--- config.mk ---
export PLATFORM = sky130hd
export DESIGN_NAME = sint_cmp_pipe
export DESIGN_NICKNAME = d
export VERILOG_FILES = /design/src/rtl/sint_cmp_pkg.sv /design/src/rtl/sint_cmp_core.sv /design/src/rtl/sint_cmp_pipe.sv
export SDC_FILE = /design/constraint.sdc
export NUM_CORES = 1
export LEC_CHECK = 0
export ABC_AREA = 0
export CAP_MARGIN = 20
export CORE_AREA = 2 2 49 51
export CTS_BUF_LIST = sky130_fd_sc_hd__clkbuf_4 sky130_fd_sc_hd__clkbuf_8
export CTS_CLUSTER_DIAMETER = 80
export DETAILED_ROUTE_END_ITERATION = 10
export DIE_AREA = 0 0 51 53
export HOLD_SLACK_MARGIN = 0.02
export PLACE_DENSITY_LB_ADDON = 0.12
export REMOVE_ABC_BUFFERS = 1
export SYNTH_ARGS = -nofsm -noshare
export SYNTH_HDL_FRONTEND = slang
export SYNTH_SLANG_ARGS = --single-unit
--- constraint.sdc ---
create_clock -name CLK -period 2 [get_ports CLK]
set_input_delay 0.3 -clock CLK [delete_from_list [all_inputs] [get_ports CLK]]
set_output_delay 0.3 -clock CLK [all_outputs]
set_load 0.005 [all_outputs]
--- src/rtl/sint_cmp_pkg.sv ---
// rtl/sint_cmp_pkg.sv - compare opcode type and constants shared by the compare pipeline
package sint_cmp_pkg;

  typedef logic [2:0] cmp_op_t;

  localparam cmp_op_t CMP_EQ     = 3'd0;
  localparam cmp_op_t CMP_NE     = 3'd1;
  localparam cmp_op_t CMP_LT     = 3'd2;
  localparam cmp_op_t CMP_LE     = 3'd3;
  localparam cmp_op_t CMP_GT     = 3'd4;
  localparam cmp_op_t CMP_GE     = 3'd5;
  // Opcodes at or above this value are reserved and flag op_err.
  localparam cmp_op_t CMP_RSV_LO = 3'd6;

endpackage

--- src/rtl/sint_cmp_core.sv ---
// rtl/sint_cmp_core.sv - combinational signed/unsigned compare of I0 op I1
module sint_cmp_core
  import sint_cmp_pkg::*;
#(
  parameter int WIDTH = 3
) (
  input  logic [WIDTH-1:0] I0,
  input  logic [WIDTH-1:0] I1,
  input  cmp_op_t          op,
  input  logic             is_signed,
  output logic             O,
  output logic             op_err
);

  logic eq;
  logic lt;

  always_comb begin
    eq     = (I0 == I1);
    lt     = is_signed ? ($signed(I0) < $signed(I1)) : (I0 < I1);
    op_err = (op >= CMP_RSV_LO);
    O      = 1'b0;
    case (op)
      CMP_EQ:  O = eq;
      CMP_NE:  O = !eq;
      CMP_LT:  O = lt;
      CMP_LE:  O = lt || eq;
      CMP_GT:  O = !(lt || eq);
      CMP_GE:  O = !lt;
      default: O = 1'b0;
    endcase
  end

endmodule

--- src/rtl/sint_cmp_pipe.sv ---
// rtl/sint_cmp_pipe.sv - two-stage valid/ready compare pipeline with saturating true-result counter
module sint_cmp_pipe
  import sint_cmp_pkg::*;
#(
  parameter int WIDTH     = 3,
  parameter int CNT_WIDTH = 8
) (
  input  logic                 CLK,
  input  logic                 ASYNCRESET,
  input  logic                 in_valid,
  output logic                 in_ready,
  input  logic [WIDTH-1:0]     I0,
  input  logic [WIDTH-1:0]     I1,
  input  logic [2:0]           op,
  input  logic                 is_signed,
  output logic                 out_valid,
  input  logic                 out_ready,
  output logic                 O,
  output logic                 op_err,
  input  logic                 clear,
  output logic [CNT_WIDTH-1:0] true_count,
  output logic                 cnt_sat
);

  logic                 s1_valid_q, s1_valid_d;
  logic [WIDTH-1:0]     s1_i0_q, s1_i1_q;
  cmp_op_t              s1_op_q;
  logic                 s1_signed_q;
  logic                 s2_valid_q, s2_valid_d;
  logic                 o_q, o_d;
  logic                 err_q, err_d;
  logic [CNT_WIDTH-1:0] cnt_q, cnt_d;
  logic                 s2_ready, s1_advance, s1_load;
  logic                 core_o, core_err;

  sint_cmp_core #(.WIDTH(WIDTH)) u_core (
    .I0        (s1_i0_q),
    .I1        (s1_i1_q),
    .op        (s1_op_q),
    .is_signed (s1_signed_q),
    .O         (core_o),
    .op_err    (core_err)
  );

  always_comb begin
    s2_ready   = !s2_valid_q || out_ready;
    s1_advance = s1_valid_q && s2_ready;
    in_ready   = !s1_valid_q || s1_advance;
    s1_load    = in_valid && in_ready;
    s1_valid_d = in_ready ? in_valid : s1_valid_q;
    s2_valid_d = s2_ready ? s1_valid_q : s2_valid_q;
    o_d        = s1_advance ? core_o : o_q;
    err_d      = s1_advance ? core_err : err_q;
    cnt_d      = cnt_q;
    // Clear wins over a same-cycle increment; counter sticks at all-ones.
    if (clear) begin
      cnt_d = '0;
    end else if (s2_valid_q && out_ready && o_q && !(&cnt_q)) begin
      cnt_d = cnt_q + CNT_WIDTH'(1);
    end
  end

  always_ff @(posedge CLK or posedge ASYNCRESET) begin
    if (ASYNCRESET) begin
      s1_valid_q <= 1'b0;
      s2_valid_q <= 1'b0;
      o_q        <= 1'b0;
      err_q      <= 1'b0;
      cnt_q      <= '0;
    end else begin
      s1_valid_q <= s1_valid_d;
      s2_valid_q <= s2_valid_d;
      o_q        <= o_d;
      err_q      <= err_d;
      cnt_q      <= cnt_d;
    end
  end

  // Operand registers are qualified by s1_valid_q, so they need no reset.
  always_ff @(posedge CLK) begin
    if (s1_load) begin
      s1_i0_q     <= I0;
      s1_i1_q     <= I1;
      s1_op_q     <= op;
      s1_signed_q <= is_signed;
    end
  end

  assign out_valid  = s2_valid_q;
  assign O          = o_q;
  assign op_err     = err_q;
  assign true_count = cnt_q;
  assign cnt_sat    = &cnt_q;

endmodule

## Yosys cells after proc, flatten, opt, wreduce, memory -nomap -nowiden

Cells that the tools add are included.

- Register bits after elaboration: 22
- Input port bits: 15
- Word-level logic and storage cells: 40

- $add $sub $neg: 1
- Magnitude comparators: 3
- Eq/ne operators: 6
- Mux-type cells: 4
- Reduce and logical (&&, ||, !) cells: 17

Operators with widths:

| cell | number |
|---|---|
| $mux W8 | 2 |
| $add A8 B1 Y8 const B | 1 |
| $reduce_and A8 Y1 | 1 |
| $eq A3 B2 Y1 const B | 2 |
| $eq A3 B3 Y1 const B | 2 |
| $logic_not A1 Y1 | 6 |
| $lt A3 B3 Y1 | 2 |
| $pmux W1 S6 | 1 |
| $logic_and A1 B1 Y1 | 5 |
| $eq A3 B1 Y1 const B | 1 |
| $eq A3 B3 Y1 | 1 |
| $ge A3 B3 Y1 const B | 1 |
| $logic_not A3 Y1 | 1 |
| $logic_or A1 B1 Y1 | 3 |
| $reduce_bool A2 Y1 | 1 |
| $mux W1 | 1 |

## Longest topological paths before layout

Gate-level depths: netlist (run 1).

- Depth after elaboration: 5
- Mapped depth: 6
- Mapped depth without buffers: 6

## Modules after synthesis

A second synthesis (run 1) with hierarchy kept.

- Cell total of the unflattened synthesis: 89
- Area total of the unflattened synthesis: 1,081.0 µm²

By module, submodules not included:

| module | instances | cells an instance | area an instance (µm²) | sequential area each (µm²) |
|---|---|---|---|---|
| sint_cmp_pipe | 1 | 67 | 928.4 | 600.6 |
| sint_cmp_core | 1 | 22 | 152.6 | 0.0 |

## Worst setup path after synthesis (run 1)

Ideal clock, no wire load.

- Path kind: register to register
- Start: register cnt_q[0], in the netlist true_count[0]
- End: register cnt_q[5], in the netlist true_count[5]
- Arrival: 1,547 ps
- Slack: 375 ps
- Stages on the path, launching flop included: 6
- Path buffers: 0
- Path through: dfrtp_1 ha_1 nand3_1 o21ai_2 or4_1 a21oi_1

- Word-level cells in the longest chain between the ends: 4
- Elaborated cells between the ends (all ways): 7

Ends and longest elaborated chain:

| item | line | source |
|---|---|---|
| start, declared | sint_cmp_pipe.sv:32 | `logic [CNT_WIDTH-1:0] cnt_q, cnt_d;` |
| start signal, assigned | sint_cmp_pipe.sv:75 | `cnt_q <= cnt_d;` |
| branches (longest 4 deep; another with $add A8 B1 Y8) | -- |  |

Parallel ways; which one is timed is not known. The select of a mux whose other input is x is not followed.
A chain may end at the register's enable or synchronous reset.

## Worst setup path after layout (run 1)

- Start: input out_ready
- End: output in_ready

- Word-level cells in the longest chain between the ends: 3

Ends and longest elaborated chain:

| item | line | source |
|---|---|---|
| start, declared | sint_cmp_pipe.sv:17 | `input logic out_ready,` |
| $logic_or A1 B1 Y1 | sint_cmp_pipe.sv:46 | `s2_ready = !s2_valid_q \|\| out_ready;` |
| $logic_and A1 B1 Y1 | sint_cmp_pipe.sv:47 | `s1_advance = s1_valid_q && s2_ready;` |
| $logic_or A1 B1 Y1 | sint_cmp_pipe.sv:48 | `in_ready = !s1_valid_q \|\| s1_advance;` |
| end, declared | sint_cmp_pipe.sv:11 | `output logic in_ready,` |

Every way passes these cells.

==> summary.md, run 1 <==
| Metric | Value |
|---|---|
| All-layer global routing usage | `0.1796` |
| Core Rows | `17` |
| WL final | `between 2 and 2.5 mm` |
| Pleak | `0.0005850 µW` |
| Status | `completed` |
| CTS tree | `built` |
| Antenna violations before repair | `0` |
| Critical Path Fanout Max | `3` |
| Worst skew pair latency | `just over 0.3 ns` |
| Iteration-0 DRC Markers | `7` |
| Wire per inst | `13.67 µm` |
| Cell mode on critical path | `clkdlybuf4s50_1` |
| Drt drc | `0` |
| Net Switching | `about 210 µW` |
| Register share of total power | `0.571` |
| Synth async-reset ratio | `0.5455` |
| GRT overflow | `0` |
| Max-slew headroom | `0.6980` |
| Post-route cell area | `0.001421 mm²` |
| H-tree Lvls | `1` |
| Critical Path AT | `around 1.5 ns` |
| CP Class | `primary input to output pin` |
| Root Buffer | `clkbuf_4` |
| Crit start category | `primary input` |
| EDFF count, synth | `10` |
| Fin nets | `142` |
| Quantity of I/O buffers inserted on ports | `27` |
| Inserted Diodes | `0` |
| Mapped Avg Cell Area | `11.66 µm²` |
| Vias in the first global route | `slightly above 800` |
| I/O pin cnt | `28` |
| First-pass GRT wire length | `3.505 mm` |
| P per Cell Area | `644.4 mW/mm²` |
| Final-report max-slew violation count | `0` |
| Starting density of the core | `0.4776` |
| Register Area | `about 600 µm²` |
| Vias/cell | `roughly 5.2` |
| Placed inst area | `around 0.0013 mm²` |
| Top Family by Delay on Critical Path | `buffers and inverters` |
| Via count | `780` |
| Multi-input logic area | `roughly 430 µm²` |
| Sw Share | `0.2319` |
| Dpl hpwl | `approximately 1.5 mm` |
| Register bit total from synthesis | `22` |
| Layout cells sized above 1 | `0.09836` |
| Required time of the critical path | `about 1.7 ns` |
| Fin crit period | `between 1.5 and 2 ns` |
| CP max-delay cell | `clkdlybuf4s50_1` |
| Core box area | `between 0.002 and 0.0025 mm²` |
| Clk pin slew, worst setup/hold paths | `around 0.11 ns` |
| Most used DFF post-synth | `dfrtp_1` |
| Max VDD drop | `~0.54 mV` |
| Period utilisation layout | `0.8820` |
| Worst-case clock buffer depth | `2` |
| Worst-margin pin slew | `~0.45 ns` |
| Hold Path Class | `primary input to async pin` |
| Clock network fraction of total power | `0.260` |
| Filler instances | `164` |
| CP bufs+invs | `2` |
| Synth Cell Area | `0.001026 mm²` |
| Max incr delay on CP | `0.53 ns` |
| Top cell type's share of synthesized area | `0.2927` |
| Max Cap Viol | `0` |
| Die area | `between 0.002 and 0.003 mm²` |
| TritonCTS Buffers | `3` |
| Area growth, synth to finish | `38.54%` |
| Max Freq | `around 570 MHz` |
| Post-synth cell types | `30` |
| Die height | `between 50 and 60 µm` |
| Setup Viol. Count Final | `0` |
| RSZ-0062 raised after global routing | `false` |
| Total chip power | `915.9 µW` |
| Post-Synthesis Cells | `slightly below 90` |
| Synth warn | `0` |
| Int Pwr | `~700 µW` |
| DIE WIDTH | `~50 µm` |
| Largest cells by area after synthesis | `dfrtp_1 29%, edfxtp_1 29%, xor2_1 5.1%` |
| Post-route antenna net violation count | `0` |
| Initial DRT Pass Iterations | `4` |
| Setup_tns | `0 ns` |
| Yosys top cell by area | `dfrtp_1` |
| Crit end category | `output pin` |
| Hold Vio Cnt, Final | `0` |
| Placer congestion estimate | `about 0.80` |
| Sink Count | `22` |
| Largest net degree at the start of global routing | `13` |
| Combinational share of power | `0.169` |
| Sequential share of the synthesized area | `0.5854` |
| Finished Core Util | `0.6616` |
| Clk_skew | `about 0.0057 ns` |
| CP cell instances | `clkdlybuf4s50_1, nand3b_1, clkdlybuf4s50_1` |
worst paths after layout:
| path | depth (start not counted) | startpoint | slack, ns | end |
|---|---|---|---|---|
| max reg2reg | 5 | s1_i0_q[2] | 0.27 | O |
| min | 2 | ASYNCRESET | 0.29 | true_count[6] |
| min in group CLK | 2 | op_err | 0.49 | op_err |
| min reg2reg | 2 | op_err | 0.49 | op_err |
| max | 3 | out_ready | 0.24 | in_ready |
| max in group asynchronous | 2 | ASYNCRESET | 1.40 | true_count[1] |
cells in the final DEF (no fill, tap or decap):
| cell | n |
|---|---|
| clkdlybuf4s50_1 | 26 |
| dfrtp_1 | 12 |
| edfxtp_1 | 10 |
| nor2_1 | 8 |
| xor2_1 | 6 |
| nand2_1 | 6 |
| inv_1 | 5 |
| buf_4 | 4 |
| a21oi_1 | 3 |
| nand2b_1 | 3 |
| o21ai_0 | 3 |
| nor2b_1 | 3 |
| ha_1 | 3 |
| clkbuf_4 | 3 |
| nand4_1 | 2 |
| o211ai_1 | 2 |
| and2_1 | 2 |
| o31ai_1 | 2 |
| or4_1 | 2 |
| nand3_4 | 1 |
| and3_2 | 1 |
| and3_1 | 1 |
| o2111ai_1 | 1 |
| o21ai_2 | 1 |
| and4_1 | 1 |
| nand3_1 | 1 |
| xnor2_1 | 1 |
| or3b_1 | 1 |
| o22ai_1 | 1 |
| o32a_1 | 1 |
| a41oi_1 | 1 |
| nand3b_1 | 1 |
| mux2i_1 | 1 |
| ha_4 | 1 |
| clkbuf_8 | 1 |
| dlymetal6s2s_1 | 1 |
power groups by stage:
stage	Combinational, µW	Sequential (µW)	Clock (µW)
floorplan	66.2	530	0
global placement	138	532	0
detailed placement	142	533	0
CTS	153	522	248
global route	175	527	264
finish	155	523	238
repair_timing:
| item | CTS | global route |
|---|---|---|
| pin swaps | 0 | 1 |
| resized for setup | 2 | 3 |
| hold buffers | 0 | 0 |
| endpoints found under the setup margin | 1 | 1 |
| setup buffers | 2 | 2 |
state kept, by name, indices dropped and copies added, names as in the netlist:
register,count
true_count,8
s1_i0_q,3
s1_i1_q,3
s1_op_q,3
O,1
op_err,1
out_valid,1
s1_signed_q,1
s1_valid_q,1
cells in the mapped netlist (2+ instances only):
cell	instances
nand2b_1	3
nor2_1	8
dfrtp_1	12
nand4_1	2
inv_1	5
or4_1	2
and2_1	2
o21ai_0	3
o211ai_1	2
ha_1	4
nand2_1	6
o31ai_1	2
xor2_1	6
nor2b_1	3
nand3_1	2
a21oi_1	3
edfxtp_1	10
logic make-up (layout without fill, tap and decap cells):
family	Yosys count	in the layout	synth area share
AOI/OAI and AO/OA	15	15	0.09999
xor gates and xnor gates	7	7	0.05976
adders and majority gates	4	4	0.04878
buffers and inverters	6	40	0.02195
DFF	22	22	0.5854
muxes	1	1	0.009756
and+or+nand+nor	33	33	0.1744
layer usage:
layer  vias to the layer above  global-route usage  part of all wire  wire length, µm
met1                       373              0.2198              0.44              901
met5                         -                   0                 0                0
met4                         0              0.1171             0.024               50
met2                        17              0.2965              0.50             1034
met3                         5             0.02542             0.032               65
li1                        385                   -                 -                -
layout make-up:
type	instances	share of cell area
inverter	5	0.01320
clock buffer	4	0.02553
multi-input combinational	60	0.3011
tap	28	0.02465
sequential	22	0.4225
timing repair buffer	31	0.2130
metrics by stage:
stage	std cells	setup WS, ns	hold WS, ns
2_1_floorplan	87	0.3755	0.1647
3_3_place_gp	142	0.1861	0.4677
3_5_place_dp	142	0.1245	0.4711
4_1_cts	148	0.005731	0.2935
5_1_grt	150	0.1381	0.3106
6_report	150	0.2360	0.2857
No activity file was read; power rests on OpenSTA's default activity.
==> run 2, diff against run 1 <==
CAP_MARGIN = 40   (was 20)
CORE_AREA = 2 2 50 52   (was 2 2 49 51)
DIE_AREA = 0 0 52 54   (was 0 0 51 53)
PLACE_DENSITY = 0.79   (was default)
PLACE_DENSITY_LB_ADDON = default   (was 0.12)
SYNTH_HIERARCHICAL = 1   (was default)
==> summary.md, run 2 <==
| Metric | Value |
|---|---|
| Status | `completed` |
| Inserted Diodes | `0` |
| Post-Synthesis Cells | `89` |
| Dpl hpwl | `about 1.5 mm` |
| WL final | `1.995 mm` |
| Max-slew headroom | `0.6753` |
| P per Cell Area | `between 600 and 700 mW/mm²` |
| Post-route cell area | `approximately 0.0015 mm²` |
| Crit end category | `register` |
| Fin crit period | `1.864 ns` |
| Routing usage on met1 | `0.2161` |
| Met2 GRT Util | `0.2743` |
| Worst skew pair latency | `between 0.2 and 0.3 ns` |
| Worst-case clock buffer depth | `2` |
| Pleak | `0.0006271 µW` |
| GRT overflow | `0` |
| Area growth, synth to finish | `36.00%` |
| Synth warn | `6` |
| Met3 usage | `0.02500` |
| Total chip power | `~890 µW` |
| Iteration-0 DRC Markers | `11` |
| Critical Path Fanout Max | `2` |
| FF-to-FF Start | `s1_i0_q[1]` |
| Starting density of the core | `0.4660` |
| Crit start category | `register` |
| Fin nets | `between 100 and 150` |
| Core box area | `about 0.0023 mm²` |
| Final hold slack | `~0.33 ns` |
| Initial DRT Pass Iterations | `5` |
| All-layer global routing usage | `0.1593` |
| Place WS | `0.02972 ns` |
| CP Launch Point | `s1_i0_q[1]` |
| Quantity of I/O buffers inserted on ports | `27` |
| Max VDD drop | `0.3205 mV` |
| GRT Max-Usage Layer | `met2` |
| Most frequent cells in the layout | `26 x clkdlybuf4s50_1, 11 x dfrtp_1, 10 x edfxtp_1` |
| DIE WIDTH | `~52 µm` |
| Die height | `~54 µm` |
| Period utilisation layout | `0.9322` |
| Vias/cell | `5.040` |
| Critical Path AT | `2.05 ns` |
| Yosys top cell by area | `dfrtp_1` |
| Clk pin slew, worst setup/hold paths | `about 0.11 ns` |
| Setup slack after layout | `~0.14 ns` |
| H-tree Lvls | `1` |
| Most used DFF post-synth | `dfrtp_1` |
| Hold Vio Cnt, Final | `0` |
| Synth Cell Area | `between 0.001 and 0.0015 mm²` |
| TritonCTS Buffers | `3` |
| Clk_skew | `roughly 0.0043 ns` |
| I/O pin cnt | `28` |
| Max reg flops | `8` |
| Wire per inst | `about 13 µm` |
| Hold Path Class | `primary input to async pin` |
| Post-synth top cells | `12 x dfrtp_1, 10 x edfxtp_1, 9 x nor2_1` |
| Most common cell after layout, fill and taps aside | `clkdlybuf4s50_1` |
| Final-report max-slew violation count | `0` |
| Die area | `about 0.0028 mm²` |
| Filler instances | `between 150 and 200` |
| Top cell type's share of synthesized area | `0.2778` |
| Sequential share of the synthesized area | `0.5556` |
| Mapped Avg Cell Area | `12.15 µm²` |
| Post-route antenna net violation count | `0` |
| Via count | `approximately 760` |
| Required time of the critical path | `about 2.2 ns` |
| Max Cap Viol | `0` |
| RSZ-0062 raised after global routing | `false` |
| Largest cells by area after synthesis | `dfrtp_1 28%, edfxtp_1 28%, ha_1 4.6%` |
| Layout cells sized above 1 | `0.1405` |
| Setup_tns | `0 ns` |
| Max Freq | `536.3 MHz` |
| Antenna violations before repair | `0` |
| CTS tree | `built` |
| Core Rows | `18` |
| First-pass GRT wire length | `roughly 3.3 mm` |
| Placer congestion estimate | `between 0.7 and 0.8` |
| Placed inst area | `0.001381 mm²` |
| Root Buffer | `clkbuf_4` |
| EDFF count, synth | `10` |
| Post-synth cell types | `34` |
| Setup Viol. Count Final | `0` |
| Vias in the first global route | `between 700 and 800` |
| CP Class | `register to register` |
| Synth async-reset ratio | `0.5455` |
| Sink Count | `22` |
| Largest net degree at the start of global routing | `13` |
| Most frequent cell after synthesis | `dfrtp_1` |
| Worst-margin pin slew | `between 0.4 and 0.5 ns` |
| Drt drc | `0` |
| Register bit total from synthesis | `22` |
## run 2: worst paths after layout
path	cells after the start	endpoint	slack [ns]
setup / recovery	6	O	0.14
hold / removal	2	true_count[4]	0.33
setup reg to reg	6	O	0.14
hold reg to reg	1	out_valid	0.50
max in group asynchronous	2	true_count[3]	1.32
min in group CLK	1	out_valid	0.50
## run 2: repair_timing
action	in CTS	in global routing
buffers inserted	1	1
resized for setup	2	6
endpoints found under the setup margin	1	2
hold buffers	0	0
endpoints found under the hold margin	0	0
pin swaps	0	2
## run 2: power by group
part           switching, µW  total [µW]  internal (µW)
clock network            118         191           72.5
logic                   67.3         171            104
registers               19.3         524            504
total                    205         885            681
## run 2: stage by stage
step / util / instances
6_report: 0.6338 / 151
5_1_grt: 0.6338 / 151
4_1_cts: 0.6143 / 150
3_5_place_dp: 0.5955 / 145
3_3_place_gp: 0.5955 / 145
2_1_floorplan: - / 87
## run 2: layout make-up
cell class	count	area, µm²	share of cell area
sequential	22	601.8	0.4094
multi-input combinational	57	479.2	0.3260
timing repair buffer	30	295.3	0.2009
tap	30	37.54	0.02553
inverter	8	30.03	0.02043
clock buffer	3	22.52	0.01532
clock inverter	1	3.754	0.002553
## run 2: logic make-up (layout without fill, tap and decap cells)
| group | count (synthesis) | after routing | share of synthesized area |
|---|---|---|---|
| AND/OR/NAND/NOR | 31 | 31 | 0.1759 |
| flip-flops | 22 | 22 | 0.5556 |
| AO/OA/AOI/OAI | 12 | 12 | 0.09375 |
| buffers and inverters | 10 | 42 | 0.04166 |
| XOR/XNOR | 7 | 7 | 0.05671 |
| adder cells (fa/ha/maj) | 4 | 4 | 0.04630 |
| multiplexers | 3 | 3 | 0.03009 |
## run 2: worst max-delay path, cell delays in order (launching register included)
cell and delay (ns):
edfxtp_1 0.38, ha_1 0.29, nor2b_4 0.13, o22ai_2 0.08, a221o_1 0.34, a311o_1 0.26
mux2_2 0.27
## run 2: metal layers
metal / vias to the layer above / part of all wire
li1: 377 / -
met2: 19 / 0.50
met3: 0 / 0.049
met1: 365 / 0.45
met5: - / 0
met4: 0 / 0
==> run 3, diff against run 2 <==
CELL_PAD_IN_SITES_DETAIL_PLACEMENT = 0   (was default)
CELL_PAD_IN_SITES_GLOBAL_PLACEMENT = 1   (was default)
CORE_AREA = 2 2 56 58   (was 2 2 50 52)
DIE_AREA = 0 0 58 60   (was 0 0 52 54)
PLACE_DENSITY = default   (was 0.79)
PLACE_DENSITY_LB_ADDON = 0.1   (was default)
==> summary.md, run 3 (synthesized netlist as in run 2, its figures left out) <==
| Metric | Value |
|---|---|
| Final-report max-slew violation count | `0` |
| WL final | `2.060 mm` |
| Max Freq | `between 500 and 600 MHz` |
| Die area | `about 0.0035 mm²` |
| Place WS | `between 0.05 and 0.06 ns` |
| Layout cells sized above 1 | `0.1803` |
| Worst skew pair latency | `around 0.30 ns` |
| Hold Vio Cnt, Final | `0` |
| Period utilisation layout | `0.9535` |
| Quantity of I/O buffers inserted on ports | `27` |
| All-layer global routing usage | `0.1307` |
| Dpl hpwl | `~1.5 mm` |
| Sink Count | `22` |
| Fin nets | `142` |
| Vias/cell | `4.858` |
| Clk pin slew, worst setup/hold paths | `approximately 0.12 ns` |
| Hold_buf cts | `0` |
| Pleak | `0.0006102 µW` |
| Fin crit period | `between 1.5 and 2 ns` |
| Drt drc | `0` |
| Vias in the first global route | `754` |
| Max reg flops | `8` |
| Crit start category | `register` |
| Iteration-0 DRC Markers | `13` |
| Placer congestion estimate | `around 0.71` |
| Die height | `60 µm` |
| CP Class | `register to output pin` |
| Most common cell after layout, fill and taps aside | `clkdlybuf4s50_1` |
| Finished Core Util | `0.5172` |
| Hold Path Class | `primary input to async pin` |
| GRT overflow | `0` |
| Setup Viol. Count Final | `0` |
| Clk_skew | `0.001905 ns` |
| Wire per inst | `between 10 and 15 µm` |
| Max-slew headroom | `0.6664` |
| Core Rows | `20` |
| Worst-margin pin slew | `approximately 0.50 ns` |
| First-pass GRT wire length | `3.374 mm` |
| Critical Path Fanout Max | `6` |
| H-tree Lvls | `1` |
| Required time of the critical path | `~1.7 ns` |
| Setup slack after layout | `just over 0.09 ns` |
| Max VDD drop | `around 0.35 mV` |
| DIE WIDTH | `between 50 and 60 µm` |
| I/O pin cnt | `28` |
| Worst-case clock buffer depth | `2` |
| Max Cap Viol | `0` |
| Critical Path AT | `~1.6 ns` |
| TritonCTS Buffers | `3` |
| Starting density of the core | `0.3724` |
| Area growth, synth to finish | `38.89%` |
| Inserted Diodes | `0` |
| Status | `completed` |
| Largest net degree at the start of global routing | `13` |
| CTS tree | `built` |
| Post-route antenna net violation count | `0` |
| Antenna violations before repair | `0` |
| Core box area | `around 0.0029 mm²` |
| Via count | `between 700 and 800` |
| Most frequent cells in the layout | `27 x clkdlybuf4s50_1, 10 x edfxtp_1, 9 x dfrtp_1` |
| Initial DRT Pass Iterations | `3` |
| Root Buffer | `clkbuf_4` |
| Crit end category | `output pin` |
| P per Cell Area | `~600 mW/mm²` |
[run 3: changes by cell type in the layout (fill, tap and decap cells not counted), sizes merged]
cell / delta
clkdlybuf4s50: +1
dlymetal6s2s: -1
buf: +1
[run 3: area by class of cell]
cell class / count / area, µm²
inverter: 8 / 30.03
clock buffer: 3 / 22.52
timing repair buffer: 31 / 300.3
tap: 33 / 41.29
fill: 267 / 1401
multi-input combinational: 57 / 499.2
clock inverter: 1 / 3.754
sequential: 22 / 604.3
[run 3: worst paths after layout]
path | start | slack, ns | end | cells after the start
setup / recovery | true_count[1] | 0.09 | cnt_sat | 4
hold / removal | ASYNCRESET | 0.31 | op_err | 2
setup reg to reg | s1_i0_q[1] | 0.12 | O | 6
hold reg to reg | s1_valid_q | 0.50 | out_valid | 1
max in group asynchronous | ASYNCRESET | 1.33 | true_count[3] | 2
min in group CLK | s1_valid_q | 0.50 | out_valid | 1
[run 3: metrics by stage]
| step | hold slack, ns | setup TNS, ns | instance area, µm² | std cells | total power (µW) |
|---|---|---|---|---|---|
| finish | 0.3089 | 0 | 1501 | 155 | 895.3 |
| global route | 0.3376 | -0.0008994 | 1501 | 155 | 945.4 |
| CTS | 0.3229 | 0 | 1434 | 154 | 895.7 |
| detailed placement | 0.4785 | 0 | 1385 | 148 | 684.0 |
| global placement | 0.4697 | 0 | 1385 | 148 | 681.9 |
| floorplan | 0.1647 | 0 | 1066 | 87 | 602.8 |
[run 3: power by group]
group | switching, µW | internal, µW | total [µW]
clock | 128 | 72.6 | 200
sequential | 18.5 | 504 | 523
combinational | 67.2 | 105 | 172
[run 3: per-layer routing]
layer	up-vias	track usage	routed length, µm
met5	-	0	0
met4	0	0.02990	19
met3	2	0.04545	89
met2	11	0.2192	1048
met1	360	0.1628	903
li1	380	-	-
[run 3: worst max-delay path, cell delays in order, from the launching register on]
cell and delay, ns:
dfrtp_1 0.42, ha_4 0.17, nand3_4 0.12, nor2_4 0.11
clkdlybuf4s50_1 0.49
[run 3: repair_timing]
action	CTS	global route
pin swaps	0	4
endpoints found under the hold margin	0	0
endpoints found under the setup margin	1	2
gates resized for setup	1	11
buffers inserted	2	1
==> edit 1: new RTL, flow settings as in run 2 <==
Put one more register stage on the output `true_count`, without a reset. The value now appears one clock later. The other outputs are not delayed to match.
--- a/src/rtl/sint_cmp_pipe.sv
+++ b/src/rtl/sint_cmp_pipe.sv
@@ -91,3 +91,5 @@
   assign op_err     = err_q;
-  assign true_count = cnt_q;
+  always_ff @(posedge CLK) begin
+    true_count <= cnt_q;
+  end
   assign cnt_sat    = &cnt_q;
Check against the original RTL: not equivalent (Yosys sat finds a counterexample within 4 cycles, from zero or initial values and one cycle with ASYNCRESET high).
==> edit 1 against run 2 <==
- power grew 35%
- count of clock-buffer cells in the layout increased by 3
- die area unchanged
- final cell count up 7.9%
- worst hold slack worse by 0.031 ns
- wire length grew 21%
- sequential cell count up 8
- synthesized cell count is 10% higher
- worst setup slack got worse by 0.074 ns
- area after synthesis is 15% higher
- design area up 14%
- critical path type unchanged
- largest cell class unchanged
==> edit 1: results (changes against run 2) <==
* Status: completed
* Top Registers: cnt_q x8, true_count x8
* # diodes at 0 (unchanged)
* Worst Path Max Fanout at 2 (unchanged)
* Place WS at 0.0429 ns (+0.0132 ns)
* Leakage at 0.000704 µW (+12%)
* CTS Buf Count at 5 (+2)
* Post-synth top cells: dfrtp_1 (12), edfxtp_1 (10), inv_1 (9), nor2_1 (9), dfxtp_1 (8)
* Syn. warnings at 6 (unchanged)
* Post-synth EDFFs at 10 (unchanged)
* Layout net count at 151 (+7.1%)
* Max-cap violations at 0 (unchanged)
* Clk buf depth at 2 (unchanged)
* Fraction of registers with async set/reset at 40.0% (-15 points)
* First-pass GRT wire length at 3460 µm (+5.0%)
* Setup Skew at 0.00489 ns (+0.000593 ns)
* Worst-path clk slew at 0.09 ns (-0.02 ns)
* Max IR drop VDD at 723 µV (+130%)
* Routed length per placed instance at 14.8 µm (+12%)
* GRT Overall Usage at 18.5% (+2.6 points)
* Clk_lat worst skew at 0.32 ns (+0.03 ns)
* Share of cells above drive strength 1 at 16.5% (+2.5 points)
* Fin cells at 163 (+7.9%)
* Top cells by area, synth: dfrtp_1 (24%), edfxtp_1 (24%), dfxtp_1 (13%), ha_1 (4.0%), xor2_1 (2.8%)
* # H-tree levels at 2 (+1)
* Initial antenna violation count at 0 (unchanged)
* CP arrival at 2.16 ns (+0.11 ns)
* Largest net degree at the start of global routing at 13 (unchanged)
* Synthesized instance count at 98 (+10%)
* Vias per cell at 5.20 (+3.2%)
* Root Buffer: clkbuf_4
* Post-detail-place hpwl at 1640 µm (+7.6%)
* Register area share after synthesis at 61.1% (+5.5 points)
* Port bufs at 27 (unchanged)
* Distinct cells, synth at 35 (+2.9%)
* DRT Pass-1 Iters at 4 (-1)
* Worst min path class: in -> async
* Vias in the first global route at 796 (+9.6%)
* DR iter-0 viols at 21 (+10)
* Slew HR at 67.1% (-0.44 points)
* GPL Wtd Cong at 0.833 (+5.4%)
## edit 1: changes by cell type in the layout (fill, tap and decap cells not counted), sizes merged
cell	delta
buf	-1
clkbuf	+3
clkinv	+1
dfxtp	+8
inv	+1
xnor2	+1
xor2	-1
## edit 1: repair_timing
| item | CTS | global route |
|---|---|---|
| buffers inserted | 1 | 0 |
| pin swaps | 0 | 4 |
| hold buffers | 0 | 0 |
| gates resized for setup | 3 | 7 |
| cloned | 0 | 0 |
| setup endpoints to repair | 1 | 2 |
| hold endpoints to repair | 0 | 0 |
## edit 1: critical path, stage by stage (launching register included)
cell	delay (ns)
edfxtp_1	0.43
ha_4	0.29
nor2b_4	0.13
o22ai_2	0.09
a221o_1	0.31
a311o_1	0.34
mux2_2	0.25
## edit 1: routing by layer
metal	global-route usage, %	wire length (µm)	up-vias	share of wire (%)
li1	-	-	411	-
met2	31.9	1270	21	53
met3	8.33	121	5	5.0
met1	19.6	987	411	41
met4	7.89	32	0	1.3
met5	0	0	-	0
## edit 1: report_power, final
part / total (µW) / switching, µW / internal [µW]
clock network: 334 / 189 / 145
registers: 687 / 20.3 / 667
logic: 177 / 71.5 / 106
total: 1200 / 281 / 918
## edit 1: logic make-up (layout without fill, tap and decap cells)
logic type,count (synthesis),in the layout,synth area share [%]
AOI/OAI and AO/OA,12,12,8.14
xor gates and xnor gates,7,7,4.92
adders and majority gates,4,4,4.02
buffers and inverters,11,46,3.92
DFF,30,30,61.1
muxes,3,3,2.61
and+or+nand+nor,31,31,15.3
## edit 1: final timing paths
| path | startpoint | to | slack, ns | cells after the start |
|---|---|---|---|---|
| hold reg to reg | cnt_q[6]$_DFFE_PP0P_ | true_count[6]$_DFF_P_ | 0.45 | 0 |
| max in group asynchronous | ASYNCRESET | cnt_q[3]$_DFFE_PP0P_ | 1.34 | 2 |
| setup reg to reg | s1_i0_q[1]$_DFFE_PP_ | O$_DFFE_PP0P_ | 0.06 | 6 |
| setup / recovery | s1_i0_q[1]$_DFFE_PP_ | O$_DFFE_PP0P_ | 0.06 | 6 |
| min in group CLK | cnt_q[6]$_DFFE_PP0P_ | true_count[6]$_DFF_P_ | 0.45 | 0 |
| hold / removal | ASYNCRESET | cnt_q[2]$_DFFE_PP0P_ | 0.30 | 2 |
## edit 1: final cells by class
cell class,count,area (µm²)
Fill cell,168,651
Multi-Input combinational cell,57,494
Sequential cell,30,762
Timing Repair Buffer,29,288
Tap cell,30,37.5
Clock buffer,6,45.0
Inverter,9,33.8
Clock inverter,2,8.76
## edit 1: metrics by stage
step	hold WS [ns]	instance area, µm²	TNS, ns
floorplan	0.165	1230	0
global placement	0.397	1550	0
detailed placement	0.408	1550	0
CTS	0.304	1630	0
global route	0.310	1670	-0.000872
finish	0.300	1670	0
==> edit 2: new RTL, settings of run 2 <==
Made on the original files. `CNT_WIDTH`: 8 -> 7.
--- a/src/rtl/sint_cmp_pipe.sv
+++ b/src/rtl/sint_cmp_pipe.sv
@@ -5,3 +5,3 @@
   parameter int WIDTH     = 3,
-  parameter int CNT_WIDTH = 8
+  parameter int CNT_WIDTH = 7
 ) (
Ports: changed (resized true_count); port bits go from 28 to 27. The function was not compared with the original's and may differ.
==> edit 2 against run 2 <==
- core utilization shrank 4.6 points
- critical path depth unchanged
- sequential cell count fell by 1
- design area is 7.3% lower
- highest routed layer is now met4
- largest power group unchanged
- sequential power decreased by 3.8%
- wire length grew 0.10%
- worst setup slack lost 0.071 ns
- final cell count decreased by 2.6%
- power shrank 1.9%
- first-iteration DRC count grew 55%
- area after synthesis fell by 9.0%
- critical endpoint unchanged
- global-route usage about the same
- critical path type unchanged
==> edit 2: results (changes against run 2) <==
* Status: completed
* Port bufs at 26 (-3.7%)
* Layout area overhead at 38.5%
* GPL Wtd Cong at 0.730 (-7.6%)
* Dpl cell area at 1280 µm² (-7.2%)
* Cts repair resizes at 0 (-2)
* GR Util met2 at 27.2% (-0.21 points)
* Slew HR at 68.1% (+0.59 points)
* Top sig layer: met4
* FF-to-FF setup slack at 0.06 ns (-0.07 ns)
* First-pass GRT wire length at 3270 µm (-0.64%)
* CP max-delay cell: edfxtp_1
* WHS at 0.292 ns (-0.0383 ns)
* CTS Buf Count at 3 (unchanged)
* Placed cell count at 139 (-4.1%)
* Final wirelength at 2000 µm (+0.10%)
* CP arrival at 2.13 ns (+0.08 ns)
* Post-synthesis average cell area at 11.8 µm² (-2.5%)
* Largest register FFs at 7 (-1)
* Tmin final at 1.94 ns (+0.0705 ns)
* Fraction of registers with async set/reset at 52.4% (-2.2 points)
* Postcts setup bufs at 2 (+1)
* Vias in the first global route at 766 (+5.5%)
* Layout net count at 137 (-2.8%)
* GRT Overall Usage at 15.9% (about the same)
* Share of cells above drive strength 1 at 17.1% (+3.0 points)
* Post-synth top cells: dfrtp_1 (11), edfxtp_1 (10), nor2_1 (10)
* DRT Pass-1 Iters at 4 (-1)
* Filler instances at 206 (+8.4%)
* Place WS at 0.0478 ns (+0.0181 ns)
* Met2 Wirelength at 1030 µm (+4.3%)
* Distinct cells, synth at 32 (-5.9%)
* Grt met1 use at 19.3% (-2.3 points)
* Register area share after synthesis at 58.5% (+3.0 points)
* WL met3 at 109 µm (+11%)
* Setup Skew at 0.00625 ns (+0.00196 ns)
* Max IR drop VDD at 432 µV (+35%)
* Vias per cell at 5.00 (-0.79%)
* Worst Path Max Fanout at 2 (unchanged)
* DR iter-0 viols at 17 (+6)
* Leakage at 0.000558 µW (-11%)
* Largest stage delay, worst path at 0.38 ns (about the same)
* Top cells by area, synth: edfxtp_1 (31%), dfrtp_1 (28%), ha_1 (5.1%), nor2_1 (3.8%), inv_1 (2.7%)
* Via count at 735 (-3.4%)
* WL met1 at 842 µm (-7.2%)
* Crit path capture: O$_DFFE_PP0P_
* Post-detail-place hpwl at 1450 µm (-4.6%)
* Met3 Usage GRT at 3.89% (+1.4 points)
==> edit 2: cell count changes after synthesis, sizes merged, moves of 2 or more <==
cell / run 2 / this run
and2: 4 / 2
o2111ai: 2 / 0
nand3: 1 / 5
buf: 2 / 0
nor3: 1 / 3
xor2: 5 / 2
==> edit 2: cells by family (layout without fill, tap and decap cells) <==
family,after synthesis,count (layout),synth area share (%)
flops,21,21,58.5
xor+xnor,3,3,2.67
buf+inv,7,41,2.67
simple gates,35,35,19.8
compound gates,10,10,7.89
fa+ha+maj,4,4,5.09
mux,3,3,3.31
==> edit 2: final cells by class <==
cell class / count / share of cell area (%)
clock inverters: 1 / 0.367
well taps: 30 / 2.75
flip-flops and latches: 21 / 42.2
repair buffers: 30 / 21.3
inverters: 7 / 1.93
clock buffers: 3 / 1.65
multi-input cells: 55 / 29.8
==> edit 2: power by group <==
group          switching, µW  leakage (µW)  internal (µW)
Clock                    122     0.0000177           74.4
Sequential              20.1      0.000240            484
Combinational           65.9      0.000300            103
Total                    208      0.000558            661
